==> config.mk <==
export PLATFORM = sky130hd
export DESIGN_NAME = nw_score_capture_flat
export DESIGN_NICKNAME = d
export VERILOG_FILES = /design/src/rtl/nw_pkg.sv /design/src/rtl/nw_score_capture_if.sv /design/src/rtl/nw_cell_counter.sv /design/src/rtl/nw_score_capture.sv /design/src/flat_wrapper.sv
export SDC_FILE = /design/constraint.sdc
export NUM_CORES = 1
export LEC_CHECK = 0
export CAP_MARGIN = 20
export CORE_MARGIN = 2
export CORE_UTILIZATION = 48
export CTS_BUF_LIST = sky130_fd_sc_hd__clkbuf_8 sky130_fd_sc_hd__clkbuf_16
export DETAILED_ROUTE_END_ITERATION = 12
export MAX_ROUTING_LAYER = met4
export PLACE_DENSITY = 0.82
export SETUP_SLACK_MARGIN = 0.4
export SYNTH_ARGS = -nofsm -noshare
export SYNTH_HDL_FRONTEND = slang
export SYNTH_SLANG_ARGS = --single-unit
==> constraint.sdc <==
create_clock -name clk -period 3.46 [get_ports clk]
set_input_delay 0.519 -clock clk [delete_from_list [all_inputs] [get_ports clk]]
set_output_delay 0.519 -clock clk [all_outputs]
set_load 0.01 [all_outputs]
==> src/rtl/nw_pkg.sv <==
// nw_pkg: shared states and score width for the Needleman-Wunsch datapath.
package nw_pkg;
  localparam int SCORE_W = 9;
  typedef enum logic [1:0] {IDLE, COLLECT, HOLD} state_t;
endpackage

==> src/rtl/nw_score_capture_if.sv <==
// nw_score_capture_if: cell stream in, captured score out.
interface nw_score_capture_if #(parameter int SCORE_W = nw_pkg::SCORE_W);
  logic start, cell_valid, cell_ready, score_valid, busy, error;
  logic signed [SCORE_W-1:0] cell_score, submit_value;
  modport master(output start, cell_valid, cell_score,
                 input cell_ready, submit_value, score_valid, busy, error);
  modport slave(input start, cell_valid, cell_score,
                output cell_ready, submit_value, score_valid, busy, error);
endinterface

==> src/rtl/nw_cell_counter.sv <==
// nw_cell_counter: row-major row/col counter over an N x N matrix with last-cell flag.
module nw_cell_counter #(parameter int N = 5) (
  input  logic clk,
  input  logic rst,
  input  logic inc,
  input  logic clr,
  output logic last
);
  localparam int W = $clog2(N);
  localparam logic [W-1:0] M = W'(N - 1);
  logic [W-1:0] row, col;
  assign last = row == M && col == M;
  always_ff @(posedge clk or posedge rst)
    if (rst) begin
      row <= '0;
      col <= '0;
    end else if (clr) begin
      row <= '0;
      col <= '0;
    end else if (inc) begin
      col <= col == M ? '0 : col + 1'b1;
      if (col == M) row <= row + 1'b1;
    end
endmodule

==> src/rtl/nw_score_capture.sv <==
// nw_score_capture: latches the final NW cell score; SCORE_CLAMP_EN saturates it to [-N,+N].
module nw_score_capture import nw_pkg::*; #(
  parameter int N       = 5,
  parameter int SCORE_W = nw_pkg::SCORE_W
) (
  input logic               clk,
  input logic               rst,
  nw_score_capture_if.slave bus
);
  state_t state;
  logic hs, last;
  logic signed [SCORE_W-1:0] cap;
  assign bus.cell_ready = state == COLLECT;
  assign bus.busy       = state == COLLECT;
  // start beats a simultaneous handshake, so the cell is dropped
  assign hs = bus.cell_valid & bus.cell_ready & ~bus.start;
`ifdef SCORE_CLAMP_EN
  localparam logic signed [SCORE_W-1:0] LIM = SCORE_W'(N);
  assign cap = bus.cell_score > LIM ? LIM : bus.cell_score < -LIM ? -LIM : bus.cell_score;
`else
  assign cap = bus.cell_score;
`endif
  nw_cell_counter #(.N(N)) u_cnt (
    .clk (clk),
    .rst (rst),
    .inc (hs),
    .clr (bus.start | (hs & last)),
    .last(last)
  );
  always_ff @(posedge clk or posedge rst)
    if (rst) begin
      state            <= IDLE;
      bus.submit_value <= '0;
      bus.score_valid  <= 1'b0;
      bus.error        <= 1'b0;
    end else if (bus.start) begin
      state           <= COLLECT;
      bus.score_valid <= 1'b0;
      bus.error       <= 1'b0;
    end else begin
      if (hs && last) begin
        state            <= HOLD;
        bus.submit_value <= cap;
        bus.score_valid  <= 1'b1;
      end
      if (bus.cell_valid && state != COLLECT) bus.error <= 1'b1;
    end
endmodule

==> src/flat_wrapper.sv <==
// flat-port wrapper written by rule: the top's interface ports become plain ports
module nw_score_capture_flat import nw_pkg::*;
#(
  parameter int N       = 5,
  parameter int SCORE_W = nw_pkg::SCORE_W
)
  (clk, rst, bus_start, bus_cell_valid, bus_cell_score, bus_cell_ready, bus_submit_value, bus_score_valid, bus_busy, bus_error);
  nw_score_capture_if #(.SCORE_W(SCORE_W)) bus_i ();
  input logic clk;
  input logic rst;
  input wire logic [$bits(bus_i.start)-1:0] bus_start;
  input wire logic [$bits(bus_i.cell_valid)-1:0] bus_cell_valid;
  input wire logic [$bits(bus_i.cell_score)-1:0] bus_cell_score;
  output wire logic [$bits(bus_i.cell_ready)-1:0] bus_cell_ready;
  output wire logic [$bits(bus_i.submit_value)-1:0] bus_submit_value;
  output wire logic [$bits(bus_i.score_valid)-1:0] bus_score_valid;
  output wire logic [$bits(bus_i.busy)-1:0] bus_busy;
  output wire logic [$bits(bus_i.error)-1:0] bus_error;
  assign bus_i.start = bus_start;
  assign bus_i.cell_valid = bus_cell_valid;
  assign bus_i.cell_score = bus_cell_score;
  assign bus_cell_ready = bus_i.cell_ready;
  assign bus_submit_value = bus_i.submit_value;
  assign bus_score_valid = bus_i.score_valid;
  assign bus_busy = bus_i.busy;
  assign bus_error = bus_i.error;
  nw_score_capture #(.N(N), .SCORE_W(SCORE_W)) u_core (.clk(clk), .rst(rst), .bus(bus_i));
endmodule
==> impl_metrics.csv <==
group,metric,value,unit
synthesis,async_flop_share,100.0,%
critical_path,slowest_stage,"nor4_4",
clock_tree,cts_tree,"yes",
routing,first_pass_iters,3,
power_and_ir_drop,p_sw_share,20.66,%
synthesis,synth.area.top_cells,"dfrtp_1, mux2_2, ha_1",
die,die_w,46.26,um
run,cap_violations,0,
routing,wl,1.500,mm
sta,report.final.slew_viol_count,0,
sta,rsz0062_at_grt,"false",
sta,finalCritPeriodShare,60.88,%
synthesis,synth_top_cell_area_share,52.55,%
synthesis,synthTopCellsByCount,"dfrtp_1, mux2_2, a21oi_1, inv_1, nor2_1",
clock_tree,post_cts_buffers,0,
power_and_ir_drop,p_leak,0.5244,nW
synthesis,syn_avg_cell_area,11.58,um2
synthesis,synth_edf_count,0,
critical_path,cp_cell_sequence,"clkdlybuf4s50_1 > nand3b_4 > nor4_4 > mux2_2",
grt,grtUsageMet3,3.529,%
routing,drc,0,
place,portBuffers,25,
power_and_ir_drop,peakVddDrop,0.2488,mV
sta,fin_setup_tns,0,ps
die,initial_utilization,50.18,%
die,die_h,46.26,um
final_layout,drive_above_1_share,16.33,%
hold_path,min_path_type,"reg -> reg",
synthesis,yosysSeqAreaShare,52.55,%
routing,ant_nets,0,
place,gp_congestion,0.8542,
synthesis,syn-num-nets,91,
grt,use_met2,25.00,%
grt,grt_pass1_wl,2.339,mm
final_layout,area_delta_synth_final,34.45,%
clock_tree,numCtsBuffers,3,
final_layout,nNetsFinal,117,
grt,groute.usage.overall,16.26,%
critical_path,ff2ff_setup_slack,1500,ps
power_and_ir_drop,p_switching,0.07961,mW
routing,drt-initial-drc-count,4,
synthesis,syn_area,857.1,um2
synthesis,ys.flop_type,"dfrtp_1",
clock_tree,clk_pin_slew_worst_paths,60,ps
place,dpl_cell_area,1111,um2
sta,worstMarginPinSlew,657.7,ps
critical_path,arrival,2240,ps
synthesis,yosysMostFrequentCell,"dfrtp_1",
power_and_ir_drop,p_per_area,334.5,nW/um2
sta,setup_viol,0,
status,status,"complete, no violations",
sta,finalHoldViolCount,0,
synthesis,yosysTopAreaCell,"dfrtp_1",
sta,worst_clock_skew,2.164,ps
clock_tree,cts-resized-gates,0,
sta,maxSlewHeadroom,55.82,%
clock_tree,cts.sink_count,18,
synthesis,ys.warnings.count,0,
critical_path,required,3600,ps
power_and_ir_drop,power.share.sequential,55.5,%
die,die_area,2140,um2
power_and_ir_drop,intPower,0.3058,mW
critical_path,critical_path_class,"in -> reg",
critical_path,critPathMaxFanout,11,
place,post-dp-hpwl,1.142,mm
clock_tree,cts-root-buf,"clkbuf_8",
grt,grt-busiest-layer,"met2",
grt,antenna_found_initial,0,
routing,vias,613,
synthesis,synth.distinct_cells,22,
clock_tree,clk_latency,250,ps
power_and_ir_drop,combPwrFrac,7.8,%
synthesis,ys_ff_latch,18,
critical_path,max_stage_delay,630,ps
grt,grt-ovfl-total,0,
synthesis,syn_inst,74,
die,core_area,1708,um2
grt,grt_use_met1,19.85,%
critical_path,cp-end-kind,"register",
clock_tree,hold_buffers,0,
sta,max_freq,0.4747,GHz
grt,grt_pass1_vias,560,
clock_tree,clockBufferDepth,2,
final_layout,final_area,1152,um2
critical_path,startpoint_type,"input pin",
die,num_rows,15,
routing,viasPerCell,4.984,
routing,wl_per_cell,12.20,um
sta,finalCriticalPeriod,2107,ps
clock_tree,htree_levels,1,
die,ios,26,
power_and_ir_drop,clockPowerShare,36.6,%
grt,grt_max_degree,19,
final_layout,antenna_cells,0,
-- flip-flops by register name, summed over array words and instances (netlist names) --
register	flops
u_core.bus.submit_value	9
u_core.u_cnt.col	3
u_core.u_cnt.row	3
u_core.state	2
u_core.bus.error	1
-- per-layer routing --
layer / share of wire (%) / routed length, um
met1: 44 / 661
met2: 49 / 733
met3: 5.6 / 84
met4: 1.4 / 21
met5: 0 / 0
-- worst max-delay path, delay by kind of cell --
family	cells	cell delay [ps]
simple gates	2	770
buf+inv	1	540
mux	1	410
-- cell usage in the layout, fill, tap and decap left out, types with 2 or more instances in the layout --
cell type,count
clkdlybuf4s50_1,25
dfrtp_1,18
mux2_2,9
inv_1,7
a21oi_1,7
nor2_1,5
nand2_1,4
o21ai_0,4
ha_1,4
clkbuf_8,3
nand3_1,2
nand4_1,2
-- final timing paths --
check                      depth (start not counted)                start                         end
min reg2reg                                        2     u_core.bus.error            u_core.bus.error
min in group asynchronous                          2                  rst  u_core.bus.submit_value[8]
min                                                2     u_core.bus.error            u_core.bus.error
max reg2reg                                        5  u_core.u_cnt.col[0]  u_core.bus.submit_value[7]
max in group asynchronous                          2                  rst         u_core.u_cnt.col[1]
max                                                4       bus_cell_valid  u_core.bus.submit_value[7]
-- area by class of cell --
type                       count  area, um2
tap                           25      31.28
inverter                       7      26.28
clock buffer                   3      41.29
multi-input combinational     45      352.8
fill                         126      555.5
sequential                    18      450.4
timing repair buffer          25      250.2
-- power by group through the flow --
stage / logic [mW] / registers (mW) / clock network, mW
5_1_grt: 0.0337 / 0.214 / 0.153
6_report: 0.0302 / 0.214 / 0.141
3_3_place_gp: 0.0299 / 0.218 / 0
3_5_place_dp: 0.0306 / 0.218 / 0
2_1_floorplan: 0.0144 / 0.217 / 0
4_1_cts: 0.0307 / 0.214 / 0.145
-- logic make-up (layout without fill, tap and decap cells) --
family          Yosys count  in the layout  share of synthesized area, %
compound gates           13             13                         8.321
flops                    18             18                         52.55
mux                       9              9                         11.83
fa+ha+maj                 4              4                         5.840
buf+inv                  11             35                         6.277
simple gates             19             19                         15.18
-- through the flow --
step / total power [mW] / worst slack, ps / hold slack (ps) / std cells / util (%)
after detailed placement: 0.2485 / 1059 / 494.3 / 120 / 65.05
after global routing: 0.4004 / 1260 / 522.8 / 123 / 67.47
final: 0.3854 / 1354 / 503.9 / 123 / 67.47
after global placement: 0.2476 / 1090 / 485.7 / 120 / 65.05
after CTS: 0.3899 / 1324 / 508.5 / 123 / 67.47
after floorplan: 0.2317 / 1845 / 457.6 / 74 / -
(Power assumes the default switching activity.)
